==> config.mk <==
export PLATFORM = sky130hd
export DESIGN_NAME = gray_xfer_counter
export DESIGN_NICKNAME = d
export VERILOG_FILES = /design/src/rtl/gray_xfer_counter.sv
export SDC_FILE = /design/constraint.sdc
export NUM_CORES = 1
export LEC_CHECK = 0
export BUFFER_PORTS_ARGS = -buffer_cell sky130_fd_sc_hd__buf_2
export CAP_MARGIN = 20
export CORE_AREA = 5 5 42 44
export CTS_BUF_LIST = sky130_fd_sc_hd__clkbuf_2
export DETAILED_ROUTE_END_ITERATION = 7
export DIE_AREA = 0 0 47 49
export PLACE_DENSITY_LB_ADDON = 0.15
export SLEW_MARGIN = 10
export SYNTH_ARGS = -nofsm -noshare
export SYNTH_HDL_FRONTEND = slang
export SYNTH_SLANG_ARGS = --single-unit
==> constraint.sdc <==
create_clock -name clk -period 1.95 [get_ports clk]
set_input_delay 0.2925 -clock clk [delete_from_list [all_inputs] [get_ports clk]]
set_output_delay 0.2925 -clock clk [all_outputs]
set_load 0.05 [all_outputs]
==> src/rtl/gray_xfer_counter.sv <==
// gray_xfer_counter: up/down event counter for fast-to-slow clock-domain crossings.
// The binary count and a registered Gray copy update on the same edge. The Gray
// copy changes one bit per step, so a slower domain can take gray_count through a
// 2-FF synchroniser without multi-bit skew. Only gray_count should cross domains.
module gray_xfer_counter #(
  parameter int WIDTH    = 4,   // count width in bits, >= 2
  parameter bit SATURATE = 1'b0, // 0: wrap modulo 2^WIDTH, 1: hold at the limits
  parameter bit DOWN_EN  = 1'b1  // 1: up_dn honoured, 0: always count up
) (
  input  logic             clk,
  input  logic             reset_n,
  input  logic             en,
  input  logic             up_dn,
  input  logic             clr,
  output logic [WIDTH-1:0] bin_count,
  output logic [WIDTH-1:0] gray_count,
  output logic             wrap,
  output logic             sat_hit
);

  localparam logic [WIDTH-1:0] MAX_VAL = {WIDTH{1'b1}};
  localparam logic [WIDTH-1:0] ONE     = WIDTH'(1);

  logic [WIDTH-1:0] bin_q, bin_d;
  logic [WIDTH-1:0] gray_q, gray_d;
  logic             wrap_q, wrap_d;
  logic             sat_q, sat_d;
  logic             dir_up;
  logic             at_limit;

  // Next-state: clr beats en, en beats hold; gray derives from the next binary value.
  always_comb begin
    // NOTE: every signal gets a default first so no path leaves it unassigned (no latch).
    bin_d    = bin_q;
    wrap_d   = 1'b0;
    sat_d    = 1'b0;
    dir_up   = DOWN_EN ? up_dn : 1'b1;
    at_limit = dir_up ? (bin_q == MAX_VAL) : (bin_q == '0);

    if (clr) begin
      bin_d = '0;
    end else if (en) begin
      if (SATURATE && at_limit) begin
        sat_d = 1'b1;
      end else begin
        bin_d  = dir_up ? (bin_q + ONE) : (bin_q - ONE);
        // In wrap mode, stepping off a limit is exactly the wrap event.
        wrap_d = at_limit;
      end
    end

    gray_d = bin_d ^ (bin_d >> 1);
  end

  // State register: async clear, otherwise load all next-state values together.
  always_ff @(posedge clk or negedge reset_n) begin
    if (!reset_n) begin
      bin_q  <= '0;
      gray_q <= '0;
      wrap_q <= 1'b0;
      sat_q  <= 1'b0;
    end else begin
      // NOTE: non-blocking so every register samples the pre-edge values of the others.
      bin_q  <= bin_d;
      gray_q <= gray_d;
      wrap_q <= wrap_d;
      sat_q  <= sat_d;
    end
  end

  assign bin_count  = bin_q;
  assign gray_count = gray_q;
  assign wrap       = wrap_q;
  assign sat_hit    = sat_q;

endmodule

## Word level (Yosys, flattened, before mapping)

Cells that the tools add are included.
W data, S select, Z words.

- Bits of input ports: 5
- Word-level logic and storage cells: 14
- Output and inout port bits: 10
- Flip-flop bits (word level): 9

- $add $sub $neg: 2
- Bitwise operators: 1
- Reduce and logical (&&, ||, !) cells: 1
- Multiplexer cells: 6
- Equal/unequal tests: 1

Operators with widths:

| operator | count |
|---|---|
| $mux W4 | 3 |
| $add A4 B1 Y4 const B | 1 |
| $eq A4 B4 Y1 const B | 1 |
| $logic_not A4 Y1 | 1 |
| $sub A4 B1 Y4 const B | 1 |
| $xor A4 B3 Y4 | 1 |
| $mux W1 | 3 |

## Longest topological paths before layout

- Depth in word-level cells: 5
- Mapped depth: 7
- Depth with buffers taken out: 7

## Worst setup path after synthesis

No wires, ideal clock.

- Path type: flip-flop to flip-flop
- Start point: register bin_q[0] (netlist: bin_count[0])
- End point: register gray_q[2] (netlist: gray_count[2])
- Required time: 1.822 ns
- Buffers on the path: 0
- Clock period less this slack: 2.107 ns
- Arrival: 1.980 ns
- Setup slack: -0.157 ns
- Cell stages (with the launch flop): 7
- Library setup time: 0.128 ns
- Path through: dfrtp_1 > fa_1 > xnor2_1 > xnor2_1 > xnor2_1 > a21oi_1 > mux2_1

- Longest elaborated chain between the ends: 5
- Elaborated cells on any way between the ends: 6
- Classes of those cells: add/sub (2); mux (3); bitwise (1)

RTL lines:

| element | line | text |
|---|---|---|
| start: declaration | 24 | `logic [WIDTH-1:0] bin_q, bin_d;` |
| start signal: assignment | 64 | `bin_q <= bin_d;` |
| $sub A4 B1 Y4 / $add A4 B1 Y4 (equally long branches) | 46 | `bin_d = dir_up ? (bin_q + ONE) : (bin_q - ONE);` |
| $mux W4 (*) | 46 |  |
| $mux W4 (*) | 42 | `end else if (en) begin` |
| $mux W4 (*) | 40 | `if (clr) begin` |
| $xor A4 B3 Y4 (*) | 52 | `gray_d = bin_d ^ (bin_d >> 1);` |
| named net gray_d[2] | 25 | `logic [WIDTH-1:0] gray_q, gray_d;` |
| end signal: assignment | 65 | `gray_q <= gray_d;` |
| end: declaration | 25 |  |

The timed path passes the listed nets; every way through them passes the cells marked *.

## Worst setup path after layout

- Start point: register bin_q[1] (netlist: bin_count[1])
- End point: register gray_q[2] (netlist: gray_count[2])

Same word-level chain as after synthesis.

==> results.toml <==
[drt]
wl_per_cell_um = 11.5
via_count = 351
drt_pass1_iterations = 2
vias_per_cell = 4.44
ant_nets = 0
drc = 0
totalWireLength_um = 906
drt_iter0_markers = 1

[cells_and_area]
regArea_sq_um = 204
diodes = 0
drive_gt1_frac = 0.429
nets = 72
fillerInstances = 152
syn_to_final_growth_pct = 30.5
multiInputGateArea_sq_um = 246

[place]
finalWeightedCongestion = 0.708
place_ws_ps = 22.2
place_hpwl_um = 709
portBuffers = 13

[global_route]
antenna_found_initial = 0
grt_pass1_wl_mm = 1.38
grt_pass1_vias = 324
grt_util_all_layers = 0.0888
grt.overflow.total = 0
grt_max_degree = 9

[floorplan]
fp-row-count = 14
fp.dieH_um = 49
core_sq_mm = 0.00140
ios = 15
dieArea_sq_mm = 0.00230
start_util = 0.328
die_w_um = 47

[synthesis]
synth_seq_cells = 8
synthFlopType = "dfrtp_1"
ys_top_cells_by_count = "8 x dfrtp_1, 6 x nor2_1, 4 x xnor2_1"
synthesis.nets = 52
synth_most_common_cell = "dfrtp_1"
synth_area_leader_cell = "dfrtp_1"
synth_cell_type_count = 21
synth_area_leaders = "dfrtp_1 44%, xnor2_1 7.6%, xor2_1 5.7%"
synth_cells = 44
synth_warnings = 0
synthArstFlopShare = 1.00
seq_area_frac_synth = 0.436
synth_area_per_cell_sq_um = 10.4
yosys.area.top_type_share = 0.436
synthesis.area_sq_um = 459
synth-edff-count = 0

[run]
maxCapViolCount = 0

[sta]
fin_crit_sh = 0.954
hold_viol = 0
max_freq_mhz = 538
setup_violations = 0
setup_slack_ps = 89.8
fin_setup_tns_ps = 0
fin_worst_skew_ps = 10.9
report.final.slew_viol_count = 0
rsz0062_at_grt = "no"
period_minus_slack_ps = 1860

[critical_path]
crit_arrival_ps = 1980
worstSetupPathType = "reg2reg"
slowest_delay_ps = 460
cp_common_cell = "xnor2_1"
crit_required_ps = 2070
worstPathCellList = "fa_2 -> xnor2_2 -> xnor2_1 -> xnor2_1 -> a21oi_1 -> mux2_1"
cp_slowest_cell = "dfrtp_2"
cp-end-kind = "flip-flop"
worstPathMaxFanout = 6
reg2regPathDepth = 6
worstReg2RegStart = "bin_count[1]"
reg2reg_setup_slack_ps = 90
cp-start-kind = "flip-flop"
timing.rr.end = "gray_count[2]"

[status]
status = "finished, final reports clean"

[hold_path]
hold_start = "clr"
holdPathEnd = "bin_count[0]"
min_delay_path_depth = 2
hold_class = "in2reg"

[cts]
clkTransAtPathRegs_ps = 90
clock-sinks = 8
cts_tree = "done"
cts_root_buffer = "clkbuf_2"
clock_path_buffers = 2
h-tree-depth = 1
numCtsBuffers = 3
insertion_delay_ps = 240

[power]
switchingPower_mw = 0.252
pwr-share-comb = 0.447
power_density_mw_per_mm2 = 975
switching_share = 0.432
p_leak_nw = 0.314
pwr-share-seq = 0.357
vdd.ir_drop.worst_mv = 0.313
p_int_mw = 0.332
clkPwrFrac = 0.196
## critical path: cells and delay by family, from the launching register on
family,cells,cell delay [ps]
xor gates and xnor gates,3,420
AOI/OAI and AO/OA,1,160
muxes,1,340
DFF,1,460
adders and majority gates,1,360
## cell families after synthesis
| family | after synthesis | synth area share |
|---|---|---|
| AO/OA/AOI/OAI | 6 | 0.0736 |
| XOR/XNOR | 7 | 0.134 |
| adder cells (fa/ha/maj) | 3 | 0.0981 |
| buffers and inverters | 4 | 0.0572 |
| flip-flops | 8 | 0.436 |
| multiplexers | 2 | 0.0463 |
| other | 1 | 0.00817 |
| AND/OR/NAND/NOR | 13 | 0.147 |
## flip-flops by register name, summed over array words and instances (netlist names)
signal / flops
gray_count: 3
bin_count: 4
wrap: 1
## layout by cell type, fill, tap and decap left out
cell and instances:
fa_2 1, a211oi_1 1, xor2_1 3, dlygate4sd3_1 1
xnor2_2 1, dfrtp_1 5, buf_4 4, a21oi_1 2
o21ai_0 1, a31oi_1 1, mux2_1 1, and3_1 2
and2_1 1, nor2_1 6, a21oi_2 1, buf_2 13
xnor2_1 3, nor2b_1 1, clkbuf_2 4, ha_1 2
conb_1 1, dfrtp_2 3, mux2i_1 1, nand3_1 1
or4_1 1, inv_1 1, nor3b_1 1
## worst max path at each step
stage,start,endpoint,slack [ps],cells after the start
2_1_floorplan,bin_count[0],gray_count[2],30,6
3_3_place_gp,up_dn,gray_count[2],30,8
3_5_place_dp,up_dn,gray_count[2],20,8
4_1_cts,bin_count[1],gray_count[2],90,6
5_1_grt,bin_count[2],gray_count[2],20,6
6_report,bin_count[1],gray_count[2],90,6
## metal layers
layer | track usage | part of all wire | vias to the layer above
li1 | - | - | 182
met1 | 0.102 | 0.43 | 156
met2 | 0.127 | 0.50 | 11
met3 | 0 | 0.047 | 2
met4 | 0.111 | 0.021 | 0
met5 | 0 | 0 | -
## area by class of cell
class                   instances  area share
well taps                      16      0.0334
flip-flops and latches          8       0.340
clock buffers                   4      0.0334
inverters                       1     0.00626
repair buffers                 18       0.175
multi-input cells              32       0.411
## stage by stage
stage          instances  instance area [sq um]  utilization  power (mW)  hold WS [ps]
2_1_floorplan         44                    473            -       0.415         -3.09
4_1_cts               79                    596        0.425       0.595           280
6_report              79                    599        0.428       0.584           299
5_1_grt               79                    599        0.428       0.620           295
3_3_place_gp          74                    566        0.404       0.470           140
3_5_place_dp          74                    566        0.404       0.472           141
## repair_timing
item | 4_1_cts | 5_1_grt
hold buffers | 1 | 0
endpoints found under the hold margin | 8 | 0
setup endpoints to repair | 0 | 1
buffers inserted | 0 | 0
gates resized for setup | 0 | 1
## power by group through the flow
stage | Clock (mW) | Combinational, mW | Sequential (mW)
after floorplan | 0 | 0.112 | 0.303
after global placement | 0 | 0.258 | 0.212
after detailed placement | 0 | 0.260 | 0.211
after CTS | 0.124 | 0.262 | 0.209
after global routing | 0.130 | 0.279 | 0.211
final | 0.115 | 0.261 | 0.208
Power figures use the tool's default switching activity.
